File: src/rtl/imm_pkg.sv
// Shared definitions for the immediate generator: format codes and RV32 opcodes.
package imm_pkg;

  typedef enum logic [2:0] {
    FMT_R   = 3'd0,
    FMT_I   = 3'd1,
    FMT_S   = 3'd2,
    FMT_B   = 3'd3,
    FMT_U   = 3'd4,
    FMT_J   = 3'd5,
    FMT_Z   = 3'd6,
    FMT_ILL = 3'd7
  } fmt_e;

  localparam logic [6:0] OP_IMM    = 7'b0010011;
  localparam logic [6:0] OP_LOAD   = 7'b0000011;
  localparam logic [6:0] OP_JALR   = 7'b1100111;
  localparam logic [6:0] OP_FENCE  = 7'b0001111;
  localparam logic [6:0] OP_STORE  = 7'b0100011;
  localparam logic [6:0] OP_BRANCH = 7'b1100011;
  localparam logic [6:0] OP_LUI    = 7'b0110111;
  localparam logic [6:0] OP_AUIPC  = 7'b0010111;
  localparam logic [6:0] OP_JAL    = 7'b1101111;
  localparam logic [6:0] OP_OP     = 7'b0110011;
  localparam logic [6:0] OP_SYSTEM = 7'b1110011;

endpackage

File: src/rtl/imm_decode.sv
// Combinational RV32 immediate decode: classifies the format and builds the
// XLEN-wide extended immediate.
module imm_decode
  import imm_pkg::*;
#(
  parameter int XLEN    = 32,
  parameter int ZIMM_EN = 1
) (
  input  logic [31:0]     inst,
  output logic [XLEN-1:0] imm,
  output logic [2:0]      fmt,
  output logic            illegal
);

  fmt_e        f;
  logic [31:0] imm32;

  always_comb begin
    f = FMT_ILL;
    unique case (inst[6:0])
      OP_IMM, OP_LOAD, OP_JALR, OP_FENCE: f = FMT_I;
      OP_STORE:                           f = FMT_S;
      OP_BRANCH:                          f = FMT_B;
      OP_LUI, OP_AUIPC:                   f = FMT_U;
      OP_JAL:                             f = FMT_J;
      OP_OP:                              f = FMT_R;
      OP_SYSTEM: f = ((ZIMM_EN != 0) && inst[14]) ? FMT_Z : FMT_I;
      default:                            f = FMT_ILL;
    endcase
  end

  // Every 32-bit form carries its sign in bit 31 (Z and R/ILL have it clear),
  // so widening to XLEN is a single replication of imm32[31].
  always_comb begin
    imm32 = '0;
    unique case (f)
      FMT_I:   imm32 = {{20{inst[31]}}, inst[31:20]};
      FMT_S:   imm32 = {{20{inst[31]}}, inst[31:25], inst[11:7]};
      FMT_B:   imm32 = {{19{inst[31]}}, inst[31], inst[7], inst[30:25], inst[11:8], 1'b0};
      FMT_U:   imm32 = {inst[31:12], 12'b0};
      FMT_J:   imm32 = {{11{inst[31]}}, inst[31], inst[19:12], inst[20], inst[30:21], 1'b0};
      FMT_Z:   imm32 = {27'b0, inst[19:15]};
      default: imm32 = '0;
    endcase
    imm        = {XLEN{imm32[31]}};
    imm[31:0]  = imm32;
    fmt        = f;
    illegal    = (f == FMT_ILL);
  end

endmodule

File: src/rtl/imm_gen_pipe.sv
// Immediate generator: decodes on acceptance and buffers results in a
// 2-entry in-order FIFO with valid/ready handshakes on both sides.
module imm_gen_pipe
  import imm_pkg::*;
#(
  parameter int XLEN    = 32,
  parameter int TAG_W   = 8,
  parameter int ZIMM_EN = 1
) (
  input  logic             clk,
  input  logic             rst_n,
  input  logic             flush,
  input  logic             in_valid,
  output logic             in_ready,
  input  logic [31:0]      in_inst,
  input  logic [TAG_W-1:0] in_tag,
  output logic             out_valid,
  input  logic             out_ready,
  output logic [XLEN-1:0]  out_imm,
  output logic [2:0]       out_fmt,
  output logic             out_illegal,
  output logic [TAG_W-1:0] out_tag
);

  typedef struct packed {
    logic [XLEN-1:0]  imm;
    logic [2:0]       fmt;
    logic             ill;
    logic [TAG_W-1:0] tag;
  } entry_t;

  logic [XLEN-1:0] dec_imm;
  logic [2:0]      dec_fmt;
  logic            dec_ill;

  entry_t     mem [2];
  logic       wptr, rptr;
  logic [1:0] cnt;
  logic       push, pop;

  imm_decode #(.XLEN(XLEN), .ZIMM_EN(ZIMM_EN)) u_dec (
    .inst    (in_inst),
    .imm     (dec_imm),
    .fmt     (dec_fmt),
    .illegal (dec_ill)
  );

  // Ready depends only on the registered count, never on out_ready.
  assign in_ready  = (cnt < 2'd2);
  assign out_valid = (cnt != 2'd0);
  assign push      = in_valid & in_ready;
  assign pop       = out_valid & out_ready;

  always_ff @(posedge clk) begin
    if (!rst_n) begin
      cnt    <= '0;
      wptr   <= 1'b0;
      rptr   <= 1'b0;
      mem[0] <= '0;
      mem[1] <= '0;
    end else if (flush) begin
      cnt  <= '0;
      wptr <= 1'b0;
      rptr <= 1'b0;
    end else begin
      if (push) begin
        mem[wptr] <= '{imm: dec_imm, fmt: dec_fmt, ill: dec_ill, tag: in_tag};
        wptr      <= ~wptr;
      end
      if (pop) rptr <= ~rptr;
      cnt <= cnt + 2'(push) - 2'(pop);
    end
  end

  assign out_imm     = mem[rptr].imm;
  assign out_fmt     = mem[rptr].fmt;
  assign out_illegal = mem[rptr].ill;
  assign out_tag     = mem[rptr].tag;

endmodule

File: config.mk
export PLATFORM = sky130hd
export DESIGN_NAME = imm_gen_pipe
export DESIGN_NICKNAME = d
export VERILOG_FILES = /design/src/rtl/imm_pkg.sv /design/src/rtl/imm_decode.sv /design/src/rtl/imm_gen_pipe.sv
export SDC_FILE = /design/constraint.sdc
export NUM_CORES = 1
export LEC_CHECK = 0
export BUFFER_PORTS_ARGS = -buffer_cell sky130_fd_sc_hd__clkbuf_2
export CORE_AREA = 2 2 96 98
export CTS_BUF_LIST = sky130_fd_sc_hd__clkbuf_8
export DETAILED_ROUTE_END_ITERATION = 6
export DIE_AREA = 0 0 98 100
export HOLD_SLACK_MARGIN = 0.02
export PLACE_DENSITY = 0.86
export SYNTH_ARGS = -nofsm -noshare
export SYNTH_HDL_FRONTEND = slang
export SYNTH_SLANG_ARGS = --single-unit
File: constraint.sdc
create_clock -name clk -period 2.4 [get_ports clk]
set_input_delay 0.36 -clock clk [delete_from_list [all_inputs] [get_ports clk]]
set_output_delay 0.36 -clock clk [all_outputs]
set_load 0.1 [all_outputs]
# Word-level counts from Yosys, hierarchy flattened
# Memory sizes are Yosys's and may differ from the RTL's. A register that Yosys moved wholly into a read port is not among the register bits.
# Cells that the tools add are included.
[word_totals]
elab_cells = 48
in_bits = 45
out_inout_bits = 46
memories = 1
ram_bits = 88
ff_bits = 4
[classes]
eq_ne = 18
n_addsub = 2
reduce_logical = 5
mux = 13
order_cmp = 1
bitwise_logic = 5
[mem_list]
columns = ["memory", "words", "word_bits", "rd", "rd_clocked_by_memory_dff", "write_ports", "line", "text"]
rows = [
  ["mem", 2, 44, 1, 1, 2, "imm_gen_pipe.sv:36", "entry_t mem [2];"],
]
[ops]
columns = ["operator", "count"]
rows = [
  ["$pmux W32 S6", 1],
  ["$mux W44", 1],
  ["$reduce_or A44 Y1", 1],
  ["$eq A7 B7 Y1 const B", 4],
  ["$eq A7 B6 Y1 const B", 3],
  ["$pmux W3 S7", 1],
  ["$eq A7 B5 Y1 const B", 2],
  ["$eq A3 B3 Y1 const B", 4],
  ["$mux W1", 9],
  ["$eq A7 B2 Y1 const B", 1],
  ["$eq A7 B4 Y1 const B", 1],
  ["$eq A3 B2 Y1 const B", 2],
  ["$reduce_or A2 Y1", 2],
  ["$reduce_or A4 Y1", 1],
  ["$eq A3 B1 Y1 const B", 1],
  ["$mux W3", 1],
  ["$not A1 Y1", 3],
  ["$add A2 B1 Y2", 1],
  ["$and A1 B1 Y1", 2],
  ["$lt A2 B2 Y1 const B", 1],
  ["$reduce_bool A2 Y1", 1],
  ["$sub A2 B1 Y2", 1],
]

# Depth between registers and ports, before layout
[depth]
word_depth = 8
depth_mapped = 8
ltp_nobuf = 8

# Cells and area by module
# From an unflattened synthesis, not the netlist that was laid out.
[hier_totals]
cells_unflattened = 387
area_unflattened_um2 = 4769.6
[by_module_without_submodules]
columns = ["mod", "area_each_um2", "cells_per_inst", "n_inst"]
rows = [
  ["imm_gen_pipe", 4042.6, 265, 1],
  ["imm_decode", 726.9, 122, 1],
]

# Worst setup path before layout
# No wires, ideal clock.
[synth_timing]
kind = "register to register"
start = "register cnt[1]"
end = "memory mem[0][0] in the netlist's numbering, enable pin"
setup_slack_ns = -0.748
period_less_slack_ns = 3.148
required_time_ns = 1.997
path_stages_with_launch = 7
t_arrival_ns = 2.745
path_cell_list = "dfxtp_1 > inv_1 > nand2_1 > nor2_1 > nand2_1 > clkbuf_1 > nand2_1"
[synth_rtl]
columns = ["element", "line", "text"]
rows = [
  ["from (decl)", "imm_gen_pipe.sv:38", "logic [1:0] cnt;"],
  ["from (signal assigned)", "imm_gen_pipe.sv:71", "cnt <= cnt + 2'(push) - 2'(pop);"],
  ["to (decl)", "imm_gen_pipe.sv:36", ""],
]

==> reports/qor.csv <==
metric,value,unit
design_area,0.00511,mm^2
finalSetupViolCount,0,
clock_path_buffers,2,
yosysWarnings,0,
fin_worst_skew,0.00730,ns
r2r_start,cnt[1],
io-pin-count,91,
wl_per_cell,17.0,um
max_slew_margin,43.1,%
worstMarginPinSlew,0.846,ns
synth.distinct_cells,46,
synthTopCellsByArea,"edfxtp_1 60%, mux2_2 11%, nor2_1 3.9%, a21oi_1 3.6%, and2_1 2.8%",
drcViolationCount,0,
slew_violations,0,
cts_buffers,9,
cts-root-buf,clkbuf_8,
grt_use_total,19.5,%
clk_latency,0.36,ns
synthArstFlopShare,0,%
status,finished clean,
syn_nets,395,
die_h,100,um
nets,479,
synth_edf_count,88,
peakVddDrop,0.229,mV
fin_crit_sh,93.1,%
ant_nets,0,
post_cts_buffers,0,
crit_type,reg2out,
yosysTopAreaCellShare,60.0,%
syn2layout_area_growth,16.0,%
antenna_found_initial,0,
power_density,670,mW/mm^2
dp_hpwl,6170,um
cts_resized,0,
wirelength,9300,um
yosysMostFrequentCell,edfxtp_1,
period_needed,2.24,ns
syn_avg_cell_area,12.7,um^2
finalHoldViolations,0,
cts_tree,built,
min_path_type,in2reg,
clk_pin_slew,0.09,ns
cp_max_fo,36,
n_fill_cell,730,
dr.first_iter.drc_count,249,
grt_max_degree,45,
synth_area_leader_cell,edfxtp_1,
rsz0062_at_grt,false,
yosys_most_used_dff,edfxtp_1,
drt-pass1-iter-count,5,
synth_commonest_cells,"88 x edfxtp_1, 46 x nor2_1, 44 x mux2_2",
syn_inst,348,
max_freq,447,MHz
critPathRequiredTime,2.04,ns
cts_hold_buf,0,
core,0.00889,mm^2
io_buffers,90,
worstPathArrival,1.88,ns
antenna_cells,0,
vias,3055,
cts_sinks,93,
syn_area,0.00440,mm^2
maxCapViolCount,0,
power.leakage,1.94,nW
viasPerCell,5.57,
place_congestion,1.04,
drive_gt1_share,38.7,%
hp-start,in_tag[4],
yosysSeqAreaShare,62.3,%
htree_levels,3,
grt-ovfl-total,0,
startpoint_type,register,
synth.ff_latch_count,93,
cp-end-kind,primary output,
place_area,0.00494,mm^2
grt_pass1_wl,14900,um
die_area,0.00980,mm^2
die_w,98,um
grt_pass1_vias,2979,
final.setup.tns,0,ns
fp-row-count,35,
start_util,49.5,%
placed cells by master, fill, tap and decap left out, types with 2 or more instances in the layout:
cell / Yosys / routed
clkbuf_2: 0 / 90
edfxtp_1: 88 / 88
nor2_1: 46 / 46
mux2_2: 44 / 44
a21oi_1: 32 / 32
nand2_1: 25 / 23
and2_1: 20 / 20
nor3_1: 19 / 19
clkbuf_8: 0 / 9
inv_1: 5 / 4
a222oi_1: 4 / 4
xnor2_1: 4 / 4
dfxtp_1: 5 / 4
buf_4: 1 / 4
clkinvlp_4: 0 / 3
nand2_4: 0 / 2
and2b_2: 2 / 2
o21bai_1: 2 / 2
a21oi_4: 2 / 2
ha_1: 2 / 2
clkinv_2: 0 / 2
clkinv_1: 0 / 2
worst max-delay path, cell delays in order (launching register included):
cell,delay [ns]
dfxtp_2,0.48
buf_12,0.26
mux2_2,0.39
clkbuf_2,0.37
where the power goes:
part	switching (mW)	total (mW)	leakage [nW]	internal (mW)
Combinational	0.533	0.665	0.900	0.132
Clock	0.526	0.895	0.0805	0.369
Sequential	0.0187	1.86	0.958	1.84
sequential cells by signal, summed over array words and instances, names as in the netlist, named ones only:
register and count:
rptr 1, cnt 2, mem 88, wptr 1
cell families (layout without fill, tap and decap cells):
group	after synthesis	in the layout	synth area share, %
fa+ha+maj	2	2	0.568
compound gates	51	51	7.73
mux	45	45	11.5
xor+xnor	4	4	0.795
buf+inv	28	117	3.27
flops	93	93	62.3
simple gates	125	125	13.9
per-stage QoR:
stage          setup slack [ns]  hold WS (ns)  utilization, %  instances  power, mW
3_3_place_gp              0.318         0.497            55.6        532       2.55
2_1_floorplan            0.0110         0.481               -        348       2.43
6_report                  0.165         0.286            57.5        548       3.42
3_5_place_dp              0.193         0.509            55.6        532       2.57
4_1_cts                   0.137         0.272            57.5        548       3.44
5_1_grt                  0.0720         0.278            57.5        548       3.53
final timing paths:
| path | slack [ns] | to | cells past startpoint |
|---|---|---|---|
| max | 0.16 | out_imm[7] | 3 |
| min | 0.29 | mem[0][4] | 2 |
| max reg2reg | 0.58 | cnt[1] | 8 |
| min reg2reg | 0.54 | register | 2 |
layout make-up:
| type | instances | area (um^2) | share of cell area, % |
|---|---|---|---|
| inverter | 6 | 26.3 | 0.514 |
| timing repair buffer | 95 | 500 | 9.80 |
| sequential | 93 | 2740 | 53.7 |
| multi-input combinational | 227 | 1530 | 30.0 |
| clock buffer | 9 | 124 | 2.43 |
| tap | 111 | 139 | 2.72 |
| clock inverter | 7 | 41.3 | 0.808 |
per-layer routing:
| layer | share of wire (%) | wire length, um | global-route usage, % |
|---|---|---|---|
| met3 | 6.7 | 623 | 3.41 |
| met5 | 0 | 0 | 0 |
| met4 | 2.3 | 212 | 9.72 |
| met1 | 43 | 3980 | 26.6 |
| met2 | 48 | 4480 | 30.5 |
Power figures use the tool's default switching activity.
